--- config.mk ---
export PLATFORM = sky130hd
export DESIGN_NAME = clock_gerador
export DESIGN_NICKNAME = d
export VERILOG_FILES = /design/src/rtl/clock_gerador_pkg.sv /design/src/rtl/clock_gerador_edge.sv /design/src/rtl/clock_gerador.sv
export SDC_FILE = /design/constraint.sdc
export NUM_CORES = 1
export LEC_CHECK = 0
export CAP_MARGIN = 20
export CORE_ASPECT_RATIO = 0.7
export CORE_MARGIN = 8
export CORE_UTILIZATION = 25
export CTS_CLUSTER_DIAMETER = 80
export DETAILED_ROUTE_END_ITERATION = 8
export SYNTH_ARGS = -nofsm -noshare
export SYNTH_HDL_FRONTEND = slang
export SYNTH_HIERARCHICAL = 1
export SYNTH_SLANG_ARGS = --single-unit
--- constraint.sdc ---
create_clock -name clk -period 4.45 [get_ports clk]
set_input_delay 0.89 -clock clk [delete_from_list [all_inputs] [get_ports clk]]
set_output_delay 0.89 -clock clk [all_outputs]
set_load 0.02 [all_outputs]
--- src/rtl/clock_gerador_pkg.sv ---
// Shared definitions for the clock divider / tick generator.
`timescale 1ns/1ps

package clock_gerador_pkg;

    // Default width of the half-period counter and of half_period.
    localparam int CNT_W_DEFAULT = 16;

    // Single-step sequencer states:
    //   ST_IDLE : no step in progress
    //   ST_LEAD : step accepted, counting the low lead-in before the rise
    //   ST_BODY : the stepped high phase has started; ends after its low phase
    typedef enum logic [1:0] {
        ST_IDLE = 2'd0,
        ST_LEAD = 2'd1,
        ST_BODY = 2'd2
    } step_state_t;

    // A half-period of zero would never complete; it is treated as one.
    function automatic logic [31:0] clamp_half(input logic [31:0] x);
        return (x == 32'd0) ? 32'd1 : x;
    endfunction

endpackage

--- src/rtl/clock_gerador_edge.sv ---
// Rising-edge detector for a level input that is already synchronous to clk.
`timescale 1ns/1ps

module clock_gerador_edge (
    input  logic clk,
    input  logic rst,
    input  logic din,
    output logic rise
);

    logic din_q;

    // Registered copy of the input, used to spot its 0->1 transition.
    // NOTE: asynchronous reset goes in the sensitivity list; every register
    // that has a defined reset value is cleared in the reset branch.
    always_ff @(posedge clk or posedge rst) begin
        if (rst) begin
            din_q <= 1'b0;
        end else begin
            din_q <= din;
        end
    end

    assign rise = din & ~din_q;

endmodule

--- src/rtl/clock_gerador.sv ---
// Programmable clock divider with rising-edge strobe, run/pause and
// single-step control. saida has a half-period of h_reg clk cycles; h_reg
// only changes on a saida toggle so a phase in progress is never altered.
`timescale 1ns/1ps

module clock_gerador
    import clock_gerador_pkg::*;
#(
    parameter int CNT_W        = CNT_W_DEFAULT,
    parameter int DEFAULT_HALF = 1
) (
    input  logic             clk,
    input  logic             rst,
    input  logic             en,
    input  logic [CNT_W-1:0] half_period,
    input  logic             step,
    output logic             saida,
    output logic             borda
);

    // Half-period loaded at reset; zero is promoted to one. CNT_W <= 32.
    localparam logic [CNT_W-1:0] H_RESET = CNT_W'(clamp_half(32'(DEFAULT_HALF)));

    logic [CNT_W-1:0] cnt;
    logic [CNT_W-1:0] h_reg;
    logic [CNT_W-1:0] h_next;

    step_state_t state;
    step_state_t state_next;

    logic step_rise;
    logic step_req;
    logic stepping;
    logic step_end;
    logic run;
    logic last;
    logic toggle;

    clock_gerador_edge u_step_edge (
        .clk  (clk),
        .rst  (rst),
        .din  (step),
        .rise (step_rise)
    );

    assign h_next = CNT_W'(clamp_half(32'(half_period)));

    // A step is accepted only when fully idle: not running, saida low and
    // no step already in flight. Anything else is dropped, not queued.
    assign step_req = step_rise & ~en & ~saida & ~stepping;

    // A high phase always completes, so saida itself keeps the counter going.
    assign run  = en | stepping | saida;
    assign last = (cnt == h_reg - CNT_W'(1));

    // At the end of a stepped period the low phase completes without a
    // new rise, unless en came up meanwhile and free-running takes over.
    assign toggle = run & last & ~(step_end & ~en);

    // Step sequencer state register.
    always_ff @(posedge clk or posedge rst) begin
        if (rst) begin
            state <= ST_IDLE;
        end else begin
            state <= state_next;
        end
    end

    // Step sequencer next-state logic.
    // NOTE: every combinational output gets a default first so no path
    // leaves it unassigned and no latch is inferred.
    always_comb begin
        state_next = state;
        unique case (state)
            ST_IDLE: if (step_req)           state_next = ST_LEAD;
            ST_LEAD: if (last && !saida)     state_next = ST_BODY;
            ST_BODY: if (step_end)           state_next = ST_IDLE;
            default:                         state_next = ST_IDLE;
        endcase
    end

    // Step sequencer outputs.
    always_comb begin
        stepping = (state != ST_IDLE);
        step_end = (state == ST_BODY) && !saida && last;
    end

    // Half-period counter, divided clock, reload register and edge strobe.
    // NOTE: sequential state uses non-blocking assignments so every register
    // samples the pre-edge values, independent of statement order.
    always_ff @(posedge clk or posedge rst) begin
        if (rst) begin
            cnt   <= '0;
            saida <= 1'b0;
            h_reg <= H_RESET;
            borda <= 1'b0;
        end else begin
            borda <= toggle & ~saida;
            if (step_req) begin
                cnt <= '0;
            end else if (run) begin
                if (last) begin
                    cnt <= '0;
                    if (toggle) begin
                        saida <= ~saida;
                        h_reg <= h_next;
                    end
                end else begin
                    cnt <= cnt + CNT_W'(1);
                end
            end
        end
    end

endmodule

# --- After elaboration in Yosys (flattened, before gate mapping) ---
# Index checks and enable logic that the tools add are counted.
# W data, S select, Z words.
totals:
  memories: 0
  regBits: 37
  rom_bits: 0
  output_inout_bits: 2
  elab_cells: 48
  mem_bits_rw: 0
  in_bits: 20
  latch_bits: 0
op_classes:
  n_reduce_logical: 10
  add_sub_neg: 2
  bitwise_logic: 16
  n_eq_ne: 6
  mul: 0
  n_shift: 0
  muxes: 8
  magnitude_cmp: 0
  div_mod_pow: 0
ops:
  columns: ["operator", "count"]
  rows:
  - ["$mux W16", 4]
  - ["$add A16 B1 Y16 const B", 1]
  - ["$eq A16 B16 Y1", 1]
  - ["$logic_not A16 Y1", 1]
  - ["$sub A16 B1 Y16 const B", 1]
  - ["$and A1 B1 Y1", 8]
  - ["$mux W2", 3]
  - ["$ne A2 B2 Y1 const B", 3]
  - ["$not A1 Y1", 6]
  - ["$pmux W2 S3", 1]
  - ["$reduce_and A4 Y1", 1]
  - ["$reduce_bool A2 Y1", 2]
  - ["$logic_and A1 B1 Y1", 3]
  - ["$reduce_and A3 Y1", 1]
  - ["$eq A2 B1 Y1 const B", 1]
  - ["$eq A2 B2 Y1 const B", 1]
  - ["$logic_not A2 Y1", 1]
  - ["$or A1 B1 Y1", 2]
  - ["$logic_not A1 Y1", 1]

# --- Longest topological paths before layout ---
# Gate-level depths: netlist of run 1.
depth:
  depth_word: 7
  ltp_mapped: 11
  ltp_nobuf: 9

# --- Hierarchy ---
# Netlist of run 1, hierarchy kept.
by_module_without_submodules:
  columns: ["mod", "cells_each", "n_inst", "seq_area_each_um2", "area_per_inst_um2"]
  rows:
  - ["clock_gerador", 234, 1, 902.1, 2302.2]
  - ["clock_gerador_edge", 3, 1, 25.0, 42.5]

# --- Least setup slack after synthesis of run 1 ---
# No wires, ideal clock.
synth_timing:
  path_kind: "reg-to-reg"
  startpoint: "register h_reg[5]"
  endpoint: "register h_reg[15]"
  setup_slack_ns: 1.220
  n_path_buf: 3
  path_stages_with_launch: 11
  t_required_ns: 4.325
  period_less_slack_ns: 3.230
  t_arrival_ns: 3.105
  setup_time_ns: 0.125
  path_cell_list: "dfrtp_1 -> buf_6 -> or4_1 -> buf_2 -> or4_1 -> a21oi_1 -> o211a_1 -> o2111ai_2 -> nor3b_4 -> buf_12 -> mux2_4"
synth_between:
  elab_chain_len: 7
  elab_cells_between_ends: 8
  classes_between: "add/sub: 1; eq/ne: 1; bitwise: 4; reduce/logical: 2"
synth_rtl:
  columns: ["element", "line", "text"]
  rows:
  - ["start, declared", "clock_gerador.sv:25", "logic [CNT_W-1:0] h_reg;"]
  - ["start signal, assigned", "clock_gerador.sv:106", "h_reg <= h_next;"]
  - ["$sub A16 B1 Y16 (*)", "clock_gerador.sv:54", "assign last = (cnt == h_reg - CNT_W'(1));"]
  - ["$eq A16 B16 Y1 (*)", "clock_gerador.sv:54", null]
  - ["$logic_and A1 B1 Y1", "clock_gerador.sv:85", "step_end = (state == ST_BODY) && !saida && last;"]
  - ["$and A1 B1 Y1", "clock_gerador.sv:58", "assign toggle = run & last & ~(step_end & ~en);"]
  - ["$not A1 Y1", "clock_gerador.sv:58", null]
  - ["$and A1 B1 Y1", "clock_gerador.sv:58", null]
  - ["$reduce_and A4 Y1 (no source line) (*)", null, null]
# Every way passes the cells marked *; elsewhere a longest branch is shown, timed or not.
# A chain may end at the register's enable or synchronous reset.

# --- Worst setup path after layout of run 1 ---
layout_timing:
  startpoint: "register h_reg[2]"
  endpoint: "register cnt[2]"
layout_between:
  elab_chain_len: 5
layout_rtl:
  columns: ["element", "line", "text"]
  rows:
  - ["$sub A16 B1 Y16", "clock_gerador.sv:54", null]
  - ["$eq A16 B16 Y1", "clock_gerador.sv:54", null]
  - ["$mux W16", "clock_gerador.sv:102", "if (last) begin"]
  - ["$mux W16", "clock_gerador.sv:101", "end else if (run) begin"]
  - ["$mux W16", "clock_gerador.sv:99", "if (step_req) begin"]
  - ["end signal, assigned", "clock_gerador.sv:109", "cnt <= cnt + CNT_W'(1);"]
  - ["end, declared", "clock_gerador.sv:24", "logic [CNT_W-1:0] cnt;"]
# No other way between the ends. The select of a mux whose other input is x is not followed.

==> results of run 1 <==
[area by class of cell]
class                   instances  area [um^2]
inverters                       5         18.8
fillers                       927         6270
well taps                     124          155
clock inverters                 1         30.0
flip-flops and latches         37          927
clock buffers                   7          143
repair buffers                 23          225
multi-input cells             185         1340
[worst max-delay path: stages (launching register included)]
cell	delay (ns)
sky130_fd_sc_hd__dfrtp_1	0.44
sky130_fd_sc_hd__nor3_1	0.69
sky130_fd_sc_hd__nand2_1	0.28
sky130_fd_sc_hd__o41ai_1	0.56
sky130_fd_sc_hd__o2111ai_2	0.38
sky130_fd_sc_hd__o31ai_2	0.78
sky130_fd_sc_hd__nor3_1	0.15
[final timing paths]
kind                                        from                           to  slack (ns)  depth (start not counted)
max in group asynchronous                    rst         h_reg[0]$_DFFE_PP1P_        3.06                          3
max reg2reg                 h_reg[2]$_DFFE_PP0P_           cnt[2]$_DFFE_PP0P_        1.01                          6
max                         h_reg[2]$_DFFE_PP0P_           cnt[2]$_DFFE_PP0P_        1.01                          6
min in group asynchronous                    rst  u_step_edge/din_q$_DFF_PP0_        0.77                          2
min reg2reg                h_reg[15]$_DFFE_PP0P_        h_reg[15]$_DFFE_PP0P_        0.53                          1
min                        h_reg[15]$_DFFE_PP0P_        h_reg[15]$_DFFE_PP0P_        0.53                          1
[power breakdown]
part	switching [mW]	internal, mW	total, mW	leakage [nW]
clock	0.137	0.280	0.417	0.0841
combinational	0.307	0.301	0.608	0.601
sequential	0.168	0.443	0.610	0.472
total	0.612	1.02	1.64	1.16
[through the flow]
step	area (um^2)	setup slack (ns)	power, mW
after floorplan	2340	1.22	1.07
after global placement	2660	1.09	1.21
after detailed placement	2660	1.06	1.22
after CTS	2830	1.02	1.64
after global routing	2830	0.748	1.75
final	2830	1.01	1.64
[cell usage in the layout, fill, tap and decap left out, types with 3 or more instances in the layout]
master and n:
sky130_fd_sc_hd__mux2_4 8, sky130_fd_sc_hd__and3_1 7, sky130_fd_sc_hd__nor2_1 23, sky130_fd_sc_hd__nand4_1 4
sky130_fd_sc_hd__mux2_2 8, sky130_fd_sc_hd__or3_1 3, sky130_fd_sc_hd__xnor2_1 14, sky130_fd_sc_hd__nand3_1 6
sky130_fd_sc_hd__xor2_1 12, sky130_fd_sc_hd__nor4b_1 3, sky130_fd_sc_hd__clkbuf_16 5, sky130_fd_sc_hd__o221ai_1 3
sky130_fd_sc_hd__o21ai_0 5, sky130_fd_sc_hd__inv_1 5, sky130_fd_sc_hd__dfrtp_1 36, sky130_fd_sc_hd__nor3_1 11
sky130_fd_sc_hd__o211ai_1 3, sky130_fd_sc_hd__nor4_1 6, sky130_fd_sc_hd__clkdlybuf4s50_1 21, sky130_fd_sc_hd__a211oi_1 3
sky130_fd_sc_hd__a21oi_1 7, sky130_fd_sc_hd__nand2b_1 3, sky130_fd_sc_hd__and2_1 5, sky130_fd_sc_hd__nand2_1 16
sky130_fd_sc_hd__or2_2 3, sky130_fd_sc_hd__or4_1 4
[cells by family after synthesis]
family	Yosys count
AND/OR/NAND/NOR	103
flip-flops	37
AO/OA/AOI/OAI	36
XOR/XNOR	26
multiplexers	18
buffers and inverters	15
adder cells (fa/ha/maj)	2
[routing by layer]
metal	up-vias	global-route usage [%]
li1	909	-
met1	903	12.5
met2	18	13.3
met3	5	2.22
met4	0	2.64
met5	-	0
==> results.md, run 1 <==
- The number of DRC markers in iteration 0 is 67.
- The share of the clock period used by the worst path is 77.4%.
- The via count of the first global-routing pass is 1877.
- Entering global routing, the biggest net connects 37 pins.
- The upper clock frequency limit is 0.290 GHz.
- The minimum hold slack is 0.534 ns.
- The area growth from synthesis to layout is 20.9%.
- Setup violations remaining at the end of the flow were counted as 0.
- Summing every instance area after synthesis gives 2340 um^2.
- The number of levels in the clock H-tree is 2.
- After clock tree synthesis, the clock-pin slew on the worst setup and hold paths is 0.06 ns.
- The flow ran to the end, and the final reports show no timing, DRC or antenna violations.
- STA classifies the critical path startpoint as a flip-flop.
- Measured against its own limit, the worst slew margin works out to 45.6%.
- The number of cells produced by synthesis is 237.
- The final core area utilization is 31.1%.
- The min-delay analysis places its worst path in the category reg2reg.
- In the final routing, the length of wire on met1 measures 2860 um.
- The leakage dissipation is 1.16 nW.
- After global routing the overflow that remains totals 0.
- The routed length on met2 is 2360 um.
- The clock sink total is 37.
- Setup repair after global routing left no endpoint under its margin.
- The post-synthesis area per instance is 9.89 um^2.
- The synthesized design spends more area on one cell type than any other, namely sky130_fd_sc_hd__dfrtp_1.
- Of the total synthesized cell area, the portion taken by full adders, half adders and majority gates is 1.07%.
- Of the post-synthesis cell area, the dominant cell type holds 38.4%.
- The placeable core region is 9110 um^2.
- In the synthesized netlist the dominant register cell turns out to be sky130_fd_sc_hd__dfrtp_1.
- Once layout is complete, the cells apart from fillers number 382.
- The flop and latch count out of synthesis is 37.
- Counting tap cells, the placed design contains a total of 374 instances.
- The number of slew-limit violations in the final report was 0.
- Summed over all failing endpoints, the final setup total negative slack is 0 ns.
- The width of the die is 132 um.
- The net count of the finished layout is 279.
- The floorplan has 29 rows.
- The worst clock skew is 0.00499 ns.
- The TritonCTS clock tree is done.
- In the detailed route, the total length drawn on met3 is 179 um.
- The congestion estimate from routability-driven global placement came to 0.796.
- Counting every net in the synthesized netlist gives 259.
- Of the cells placed in the final design, the portion with a size suffix greater than 1 is 13.6%.
- Power spread over the standard cell area amounts to 577 nW/um^2.
- The starting density of the core is 25.7%.
- The area of the die is 12800 um^2.
- The shortest clock period the worst path allows after layout is 3.44 ns.
- The final number of hold-violating endpoints was 0.
- The synthesized netlist devotes 11.8% of its cell area to compound gates.
- The simple-gate area share of the yosys netlist is 24.5%.
- The initial antenna violation count was 0.
- The number of antenna cells inserted is 0.
- The mux share of post-synthesis cell area is 9.82%.
- The root buffer selected by CTS is sky130_fd_sc_hd__clkbuf_16.
- During placement, the flow inserted port buffers numbering 21.
- The length of the first detailed-routing pass in iterations is 4.
- The chip height is 97.0 um.
- The type of destination of the critical path is a flip-flop.
- By count the netlist is led by sky130_fd_sc_hd__dfrtp_1 (36), sky130_fd_sc_hd__nor2_1 (23), sky130_fd_sc_hd__nand2_1 (16).
- The first-pass GRT wire length is 9460 um.
- Across the VDD grid, the largest voltage drop is 0.192 mV.
- The overall fraction of global-route tracks in use is 8.97%.
- In this run the post-CTS setup repair buffer count came out at 0.
- The data arrival at the endpoint of the critical path is 3.57 ns.
- For this run, the number of Yosys warnings is 6.
- For the pin with the worst max-slew slack, the measured transition is 0.811 ns.
- The area share of xor/xnor cells in the synthesized design is 9.71%.
- The synthesized netlist contains 55 unique library cells.
- The final route contains 1835 vias.
- The deepest clock path buffer count is 2.
- Yosys attributes the largest share of cell area to sky130_fd_sc_hd__dfrtp_1 (38%), sky130_fd_sc_hd__xnor2_1 (5.2%), sky130_fd_sc_hd__mux2_4 (5.1%).
- Detailed placement finished with a half-perimeter wire length of 4150 um.
- The type of the setup path with the least slack is reg2reg.
- The share of synthesized area occupied by flip-flops and latches is 39.5%.
- The average detailed-routed wire length per instance is 14.3 um.
- The highest metal layer carrying signal wires in the routed design is met4.
- The clock insertion delay at the later pin of the skew report is 0.28 ns.
- The I/O pin total is 22.
- The number of routed nets with antenna violations is 0.
- After detailed routing, the number of remaining DRC violations is 0.
- The number of maximum-capacitance violations is 0.
- For this block, the routed nets add up to 5450 um of wire.
- The share of flip-flops with an asynchronous set or reset is 100%.
- The most common cell in the netlist is sky130_fd_sc_hd__dfrtp_1.
- The data required time of the critical path is 4.58 ns.
- After synthesis, the largest family of logic cells by area is simple AND/OR/NAND/NOR gates.
- The detail-routed via count per cell is 4.80.
- In this run, post-CTS hold repair placed 0 buffers.
- Post-CTS repair changed the size of 0 cells.
- The maximum net fanout on the critical path is 10.
- Counting flops with a built-in enable in the synthesized netlist gives 0.
- The number of clock buffers added by TritonCTS is 5.
(Power assumes the default switching activity.)
==> run 2, diff against run 1 <==
==> constraint.sdc (replaced) <==
create_clock -name clk -period 2.8 [get_ports clk]
set_input_delay 0.56 -clock clk [delete_from_list [all_inputs] [get_ports clk]]
set_output_delay 0.56 -clock clk [all_outputs]
set_load 0.02 [all_outputs]
==> run 2 against run 1 <==
  * The run now ends with setup timing left
  * Power increased by 80%
  * Register-to-register slack got worse by 1.0 ns
  * Largest cell class unchanged
  * Via count increased by 6.3%
  * Sequential share of layout area decreased by 3.7 points
  * Clock power increased by 36%
  * Non-clock buffer count increased by 29
  * Final cell count increased by 7.6%
  * Global-route usage increased by 0.66 points
  * Critical path depth increased by 3
  * Highest routed layer unchanged
  * Core utilization increased by 3.9 points
==> results.md, run 2 (synthesis gave the netlist of run 1 again) <==
- The share of total power dissipated in combinational logic is 50.8%.
- Across all setup checks in the final design, the least slack found is -0.0418 ns.
- The first-pass GRT wire length is 10200 um.
- Input and output buffers added on the ports amount to 21.
- The final number of hold-violating endpoints is 0.
- The longest individual stage delay on the worst path is 0.60 ns.
- The upper clock frequency limit is 0.352 GHz.
- The maximum net fanout on the critical path is 9.
- The average detailed-routed wire length per instance is 14.4 um.
- The clock insertion delay at the later pin of the skew report is 0.28 ns.
- The largest net degree at the start of global routing is 37.
- The first routing iteration left 139 violations.
- After the last flow step, the layout net total stands at 308.
- The flow ran to the end, but the final reports show violations.
- The data required time of the critical path is 2.96 ns.
- Relative to the synthesized area, the layout overhead comes to 36.2%.
- After detailed routing, the number of vias per cell comes to 4.74.
- In this run the worst hold path is classified as in2async.
- In this run the remaining antenna-violating nets after routing total 0.
- The length of the first detailed-routing pass in iterations is 4.
- In the layout the commonest cells are sky130_fd_sc_hd__dfrtp_1 (36), sky130_fd_sc_hd__buf_4 (25), sky130_fd_sc_hd__nor2_1 (23).
- Among the stages of the critical path, the cell type that occurs most often is sky130_fd_sc_hd__buf_12.
- The number of slew-limit violations in the final report is 0.
- CTS built an H-tree with a depth of 2.
- Clock skew on the completed layout was measured at 0.00348 ns.
- The floorplan has 29 rows.
- The TritonCTS clock tree is done.
- The setup path with the least slack is of type reg2reg.
- In this run the static leakage power is 1.32 nW.
- The final weighted congestion of routability-driven global placement is 0.818.
- Setup violations remaining at the end of the flow were counted as 15.
- The chip height is 97.0 um.
- Walking the worst path, the cells encountered are or4_4, or4_1, a21oi_2, o211a_1, o2111ai_4, nor3b_4, buf_12, buf_12, mux2_2.
- Clock-pin slew was measured on the worst setup and hold paths at 0.06 ns.
- The shortest clock period the worst path allows after layout is 2.84 ns.
- The fraction of final layout cells sized beyond drive strength 1 is 26.1%.
- The initial antenna violation count came to 0.
- The net switching fraction of the power is 38.3%.
- The final core area utilization is 35.1%.
- The area of the die is 12800 um^2.
- The worst setup path is launched from a flip-flop.
- The share of power burned in registers is 29.9%.
- In the finished design, the share of the clock period the worst path needs comes to 101%.
- Data on the critical path arrives at its endpoint at 3.00 ns.
- The total global routing overflow is 0.
- The starting density of the core is 25.7%.
- In this run the count of I/O pins placed on the die edge is 22.
- The overall power consumption is 2.94 mW.
- Once detailed placement completed, the half-perimeter wirelength came to 4500 um.
- The peak ir drop on the vdd network is 0.336 mV.
- The DRC violation count after routing is 0.
- The number of buffers inserted during clock tree synthesis is 5.
- The worst setup path is captured at a flip-flop.
- The share of total power dissipated in the clock network is 19.3%.
- CTS placed an instance of sky130_fd_sc_hd__clkbuf_16 at the clock tree root.
- The number of antenna diodes in the final layout is 0.
- No sink is reached through more buffers than the 2 on the longest clock path.
- Adding up every negative setup slack in the final design gives -0.323 ns.
- The slew at the pin with the worst max-slew slack is 0.520 ns.
- The width of the die is 132 um.
- Headroom to the max-slew limit came out at 64.9%.
- The net switching power figure is 1.13 mW.
- The slowest cell on the critical path is sky130_fd_sc_hd__or4_4.
- The internal portion of the total power is 1.81 mW.
- The areal power density over the cells is 921 nW/um^2.
- The number of maximum-capacitance violations is 0.
- The via count of the first global-routing pass is 1990.
- Setup repair after global routing could not meet its margin everywhere.
- The minimum hold slack is 0.446 ns.
- The final reports fail on setup timing.
- Leaving out fill and tap cells, the most frequent cell in the layout is sky130_fd_sc_hd__dfrtp_1.
- Across every metal layer, demand over resource in global routing totals 9.63%.
- The number of hold buffers added after CTS was 0.
- The floorplan step defined a core boundary enclosing 9110 um^2.
- The final wirelength is 5930 um.
- Detailed routing inserted a total of 1950 vias.
- The clock sink total is 37.
run 2: cell types whose count changed in the layout (fill, tap and decap cells not counted), moves of 2 or more:
cell | previous run | this run
sky130_fd_sc_hd__a21oi_1 | 7 | 5
sky130_fd_sc_hd__buf_4 | 2 | 25
sky130_fd_sc_hd__nor4b_1 | 3 | 1
sky130_fd_sc_hd__buf_6 | 0 | 3
sky130_fd_sc_hd__a21oi_2 | 0 | 2
sky130_fd_sc_hd__buf_12 | 0 | 2
run 2: what timing repair did:
item | 4_1_cts | 5_1_grt
setup endpoints to repair | 16 | 34
gates resized for setup | 3 | 14
endpoints found under the hold margin | 0 | 0
setup buffers | 0 | 5
pin swaps | 0 | 11
run 2: power groups by stage:
stage               registers [mW]  clock network [mW]  logic (mW)
finish                       0.880               0.566        1.49
global route                 0.906               0.604        1.65
CTS                          0.880               0.580        1.38
detailed placement           0.888                   0        1.36
global placement             0.886                   0        1.34
floorplan                    0.877                   0       0.925
run 2: critical path, delay by kind of cell (launching register included):
kind,cells,cell delay [ns]
multiplexers,1,0.33
flip-flops,1,0.37
AND/OR/NAND/NOR,3,1.29
buffers and inverters,2,0.26
AO/OA/AOI/OAI,3,0.47
run 2: path summary, 6_finish.rpt:
check / slack, ns / from / to / cells past startpoint
min reg2reg: 0.51 / h_reg[0]$_DFFE_PP1P_ / h_reg[0]$_DFFE_PP1P_ / 2
max reg2reg: -0.04 / h_reg[5]$_DFFE_PP0P_ / h_reg[10]$_DFFE_PP0P_ / 9
max: -0.04 / h_reg[5]$_DFFE_PP0P_ / h_reg[10]$_DFFE_PP0P_ / 9
min in group clk: 0.51 / h_reg[0]$_DFFE_PP1P_ / h_reg[0]$_DFFE_PP1P_ / 2
min: 0.45 / rst / u_step_edge/din_q$_DFF_PP0_ / 2
max in group asynchronous: 1.72 / rst / h_reg[0]$_DFFE_PP1P_ / 3
run 2: stage by stage:
| stage | std cells | setup WS [ns] | instance area, um^2 |
|---|---|---|---|
| final | 411 | -0.0418 | 3190 |
| after global routing | 411 | -0.161 | 3190 |
| after CTS | 406 | -0.0329 | 3070 |
| after detailed placement | 398 | -0.00695 | 2910 |
| after global placement | 398 | 0.0208 | 2910 |
| after floorplan | 237 | -0.197 | 2410 |
run 2: layer usage:
| layer | GRT usage [%] | part of all wire, % | vias up |
|---|---|---|---|
| li1 | - | - | 966 |
| met5 | 0 | 0 | - |
| met2 | 14.2 | 43 | 29 |
| met1 | 13.8 | 53 | 949 |
| met3 | 2.01 | 2.7 | 6 |
| met4 | 2.64 | 0.91 | 0 |
run 2: final cells by class:
cell class	count	area [um^2]
clock buffers	8	146
fillers	920	5910
inverters	5	18.8
multi-input cells	185	1460
flip-flops and latches	37	927
well taps	124	155
repair buffers	52	487
==> run 3, diff against run 2 <==
--- a/config.mk
+++ b/config.mk
@@ -11,6 +11,7 @@
 export CORE_UTILIZATION = 25
 export CTS_CLUSTER_DIAMETER = 80
 export DETAILED_ROUTE_END_ITERATION = 8
+export HOLD_SLACK_MARGIN = 0.1
 export SYNTH_ARGS = -nofsm -noshare
 export SYNTH_HDL_FRONTEND = slang
 export SYNTH_HIERARCHICAL = 1
==> results of run 3 <==
The final DEF is identical to that of run 2; final timing and power are the same.
==> edit 1, RTL diff (settings of run 2) <==
Register the inputs `en`, `half_period` and `step` before use, with the module's reset. The logic sees them one clock later. Comments in the files are not updated.
--- a/src/rtl/clock_gerador.sv
+++ b/src/rtl/clock_gerador.sv
@@ -23,2 +23,18 @@
 
+    logic en_q;
+    logic [CNT_W-1:0] half_period_q;
+    logic step_q;
+
+    always_ff @(posedge clk or posedge rst) begin
+        if (rst) begin
+            en_q          <= '0;
+            half_period_q <= '0;
+            step_q        <= '0;
+        end else begin
+            en_q          <= en;
+            half_period_q <= half_period;
+            step_q        <= step;
+        end
+    end
+
     logic [CNT_W-1:0] cnt;
@@ -41,3 +57,3 @@
         .rst  (rst),
-        .din  (step),
+        .din  (step_q),
         .rise (step_rise)
@@ -45,3 +61,3 @@
 
-    assign h_next = CNT_W'(clamp_half(32'(half_period)));
+    assign h_next = CNT_W'(clamp_half(32'(half_period_q)));
 
@@ -49,6 +65,6 @@
     // no step already in flight. Anything else is dropped, not queued.
-    assign step_req = step_rise & ~en & ~saida & ~stepping;
+    assign step_req = step_rise & ~en_q & ~saida & ~stepping;
 
     // A high phase always completes, so saida itself keeps the counter going.
-    assign run  = en | stepping | saida;
+    assign run  = en_q | stepping | saida;
     assign last = (cnt == h_reg - CNT_W'(1));
@@ -57,3 +73,3 @@
     // new rise, unless en came up meanwhile and free-running takes over.
-    assign toggle = run & last & ~(step_end & ~en);
+    assign toggle = run & last & ~(step_end & ~en_q);
 
Formal check against the unedited RTL: not equivalent (Yosys sat finds a counterexample within 4 cycles, from zero or initial values and one cycle with rst high).
==> edit 1 against run 2 <==
- non-clock buffer count down 13
- worst setup slack better by 0.095 ns
- die area up 16%
- area after synthesis up 19%
- final area up 10%
- highest routed layer unchanged
- sequential cell count up 18
- maximum frequency up 3.5%
- critical path depth up 1
- wire length up 1.8%
- cell count up 10%
- synthesized cell count up 11%
Power is not compared: it rests on default switching activity, and its combinational part moved more than twofold at a synthesized area within 25%.
==> edit 1: results (changes against run 2) <==
stage,metric,value,unit,change
status,status,"complete, no violations",,"was complete, but fails checks"
worst_setup_path,Critical Path Fanout Max,16,,was 9
finish,fin cells,454,,was 411
worst_setup_path,reg-to-reg endpoint,h_reg[15],,was h_reg[10]
placed_design,gpl congestion,0.831,,was 0.818
finish,sequential cell count,55,,was 37
finish,Non-Clock Inverter Count,8,,was 5
finish,clock network share of area,4.76,%,was 4.58%
finish,filler cell count,1081,,was 920
timing,Worst Max-Slew Pin Slew,0.574,ns,was 0.520 ns
drt,vias,2099,,was 1950
worst_setup_path,CP arrival,2.92,ns,was 3.00 ns
drt,DR iter-0 viols,137,,was 139
worst_setup_path,FF-to-FF path depth,10,,was 9
synth,most frequent cells after synthesis,"dfrtp_1, nor3_1, nand2_1",,"was dfrtp_1, nor2_1, nand2_1"
placed_design,post-DP HPWL,4590,um,was 4500 um
clock_tree,clock slew at reported path FFs,0.08,ns,was 0.06 ns
finish,Multi-input gate area,1390,sq um,was 1460 sq um
synth,Avg Synthesized Cell Area,10.6,sq um,was 9.89 sq um
placed_design,area post-placement,3320,sq um,was 2910 sq um
synth,synth unique cells,51,,was 55
finish,fin area,3530,sq um,was 3190 sq um
finish,fraction of layout cells with a size suffix above 1,16.9,%,was 26.1%
drt,drt total wl,6040,um,was 5930 um
finish,Nets,322,,was 308
clock_tree,post_cts resized,1,,was 3
clock_tree,"Clk Latency, worst-skew pair",0.30,ns,was 0.28 ns
finish,# clk buffers,6,,was 8
[edit 1: cell count changes after synthesis, moves of 5 or more]
| cell | run 2 | this run |
|---|---|---|
| a21oi_1 | 7 | 2 |
| dfrtp_1 | 36 | 54 |
| mux2_1 | 0 | 6 |
| mux2_2 | 8 | 0 |
| nor2_1 | 23 | 14 |
| nor3_1 | 11 | 29 |
| o21ai_0 | 5 | 12 |
[edit 1: power by group]
part	switching [mW]	leakage [nW]	internal, mW
clock network	0.277	0.0815	0.426
logic	0.114	0.732	0.123
registers	0.0925	0.704	0.857
total	0.484	1.52	1.41
[edit 1: layer usage]
layer	up-vias	GRT usage (%)	part of all wire (%)
li1	1033	-	-
met1	1011	12.7	52
met2	50	12.4	43
met3	5	1.97	4.5
met4	0	2.06	0.79
met5	-	0	0
[edit 1: kinds of logic after synthesis]
family	count (synthesis)	share of synthesized area, %
simple gates	108	21.7
flops	55	49.5
compound gates	38	9.16
xor+xnor	24	7.55
mux	19	8.72
buf+inv	16	2.56
fa+ha+maj	2	0.898
==> edit 2, RTL diff (settings of run 2) <==
Without the edit above. Change the package constant `CNT_W_DEFAULT` from 16 to 18.
--- a/src/rtl/clock_gerador_pkg.sv
+++ b/src/rtl/clock_gerador_pkg.sv
@@ -6,3 +6,3 @@
     // Default width of the half-period counter and of half_period.
-    localparam int CNT_W_DEFAULT = 16;
+    localparam int CNT_W_DEFAULT = 18;
 
Interface: changed (resized half_period); port bits go from 22 to 24. The function was not compared with the original's and may differ.
==> edit 2 against run 2 <==
- the flow still finishes with violations (setup timing)
- first-iteration DRC count is 29% higher
- area after synthesis is 12% higher
- worst setup slack lost 0.22 ns
- final area grew 14%
- cell count is 13% higher
- wire length is 18% higher
- sequential cell count increased by 4
- critical path type unchanged
- highest routed layer unchanged
Power is not compared: it rests on default switching activity, and its combinational part moved more than twofold at a synthesized area within 25%.
==> edit 2: results (changes against run 2) <==
stage,metric,value,unit,change
status,status,"complete, but fails checks",,unchanged
status,failing checks,setup timing,,unchanged
timing,fin worst setup slack,-0.262,ns,was -0.0418 ns
placed_design,Port Buffers,23,,was 21
placed_design,gpl congestion,0.801,,was 0.818
timing,Slew headroom,64.3,%,was 64.9%
timing,"Setup violations, final",39,,was 15
timing,skew final,0.00335,ns,was 0.00348 ns
placed_design,Post-Place Cells,443,,was 398
finish,filler cell count,1002,,was 920
placed_design,post-DP HPWL,5010,um,was 4500 um
drt,DR pass1 iterations,5,,was 4
synth,Ys Warns,6,,unchanged
synth,"Seq/Total Area, Yosys",39.3,%,was 39.5%
clock_tree,clock slew at reported path FFs,0.06,ns,about the same
worst_hold_path,worst hold path type,in2async,,unchanged
timing,Fin Setup TNS,-8.20,ns,was -0.323 ns
clock_tree,CTS root buffer,clkbuf_16,,unchanged
grt,antenna violations before repair,0,,unchanged
synth,most frequent cells after synthesis,"dfrtp_1, nor2_1, xnor2_1",,"was dfrtp_1, nor2_1, nand2_1"
finish,fraction of layout cells with a size suffix above 1,32.6,%,was 26.1%
synth,Synth Net Count,288,,was 259
synth,synth unique cells,51,,was 55
synth,Avg Synthesized Cell Area,9.91,sq um,was 9.89 sq um
synth,top post-synthesis cells by area,"dfrtp_1, xnor2_1, mux2_4, mux2_2, nor2_1",,"was dfrtp_1, xnor2_1, mux2_4, xor2_1, mux2_2"
finish,fin cells,463,,was 411
clock_tree,"Clk Latency, worst-skew pair",0.28,ns,about the same
drt,Vias/cell,4.93,,was 4.74
grt,number of global-route vias before repair,2309,,was 1990
clock_tree,Bufs on Longest Clock Path,2,,unchanged
grt,first-pass GRT wire length,11900,um,was 10200 um
power,VDD IR max,0.235,mV,
grt,Total Routing Usage GR,10.4,%,was 9.63%
worst_setup_path,Crit path max-delay family,simple AND/OR/NAND/NOR gates,,unchanged
synth,Synth Flop Type,dfrtp_1,,unchanged
power,Lkg Pwr,1.51,nW,
worst_setup_path,Critical Path Fanout Max,7,,was 9
finish,ANT cells,0,,unchanged
worst_setup_path,FF-to-FF path depth,13,,was 9
worst_setup_path,"slowest stage delay, CP",0.49,ns,was 0.60 ns
clock_tree,Num CTS Buffers,5,,unchanged
grt,largest net degree at the start of global routing,41,,was 37
drt,DR iter-0 viols,179,,was 139
synth,"FFs w/ async S/R, synth",100,%,unchanged
worst_setup_path,Worst path slowest cell,or4b_4,,was or4_4
finish,Nets,354,,was 308
clock_tree,H-Tree Depth,2,,unchanged
worst_setup_path,CP arrival,3.23,ns,was 3.00 ns
placed_design,worst slack at placement,-0.252,ns,was -0.00695 ns
drt,drt total wl,6980,um,was 5930 um
## edit 2: cell count changes after synthesis, moves of 5 or more
cell | run 2 | this run
a22o_1 | 0 | 9
inv_1 | 5 | 15
nand3_1 | 6 | 11
xor2_1 | 12 | 7
and2_1 | 5 | 0
a31oi_1 | 1 | 8
a31o_2 | 0 | 7
## edit 2: logic make-up after synthesis
| logic type | synth area share [%] |
|---|---|
| flip-flops | 39.3 |
| buffers and inverters | 5.07 |
| AO/OA/AOI/OAI | 13.1 |
| multiplexers | 9.67 |
| XOR/XNOR | 8.04 |
| AND/OR/NAND/NOR | 23.9 |
| adder cells (fa/ha/maj) | 0.957 |
## edit 2: stage by stage
step	hold slack (ns)	instance area, sq um
floorplan	0.289	2650
global placement	0.514	3230
detailed placement	0.523	3230
CTS	0.434	3610
global route	0.458	3650
finish	0.437	3650
## edit 2: path summary, 6_finish.rpt
| check | startpoint | end | slack [ns] |
|---|---|---|---|
| min | rst | u_step_edge/din_q | 0.44 |
| min reg2reg | h_reg[17] | h_reg[17] | 0.53 |
| max in group asynchronous | rst | h_reg[0] | 1.68 |
| max reg2reg | h_reg[1] | cnt[15] | -0.26 |
| min in group clk | h_reg[17] | h_reg[17] | 0.53 |
| max | h_reg[1] | cnt[15] | -0.26 |
## edit 2: timing repair
action	in CTS	in global routing
setup buffers	7	4
resized for setup	20	12
endpoints found under the setup margin	39	40
pin swaps	4	4
cloned	3	0
## edit 2: worst register-to-register path, delay by kind of cell (launching register included)
| kind | cells | cell delay (ns) |
|---|---|---|
| AO/OA/AOI/OAI | 2 | 0.26 |
| XOR/XNOR | 1 | 0.11 |
| adder cells (fa/ha/maj) | 1 | 0.12 |
| buffers and inverters | 4 | 0.50 |
| flip-flops | 1 | 0.40 |
| AND/OR/NAND/NOR | 5 | 1.56 |
## edit 2: final cells by class
| cell class | count | area share (%) |
|---|---|---|
| Tap cell | 132 | 4.53 |
| Sequential cell | 41 | 28.2 |
| Multi-Input combinational cell | 200 | 44.8 |
| Clock buffer | 8 | 3.74 |
| Inverter | 15 | 1.54 |
| Timing Repair Buffer | 67 | 17.2 |
## edit 2: layer usage
metal / track usage (%) / vias to the layer above / routed length [um]
li1: - / 1108 / -
met3: 2.72 / 8 / 352
met5: 0 / - / 0
met1: 14.1 / 1114 / 3440
met2: 15.7 / 52 / 3110
met4: 3.58 / 0 / 80
## edit 2: power breakdown
| group | switching, mW | leakage [nW] | total [mW] | internal, mW |
|---|---|---|---|---|
| Clock | 0.227 | 0.0652 | 0.558 | 0.332 |
| Combinational | 0.262 | 0.919 | 0.565 | 0.303 |
| Sequential | 0.120 | 0.522 | 0.799 | 0.679 |
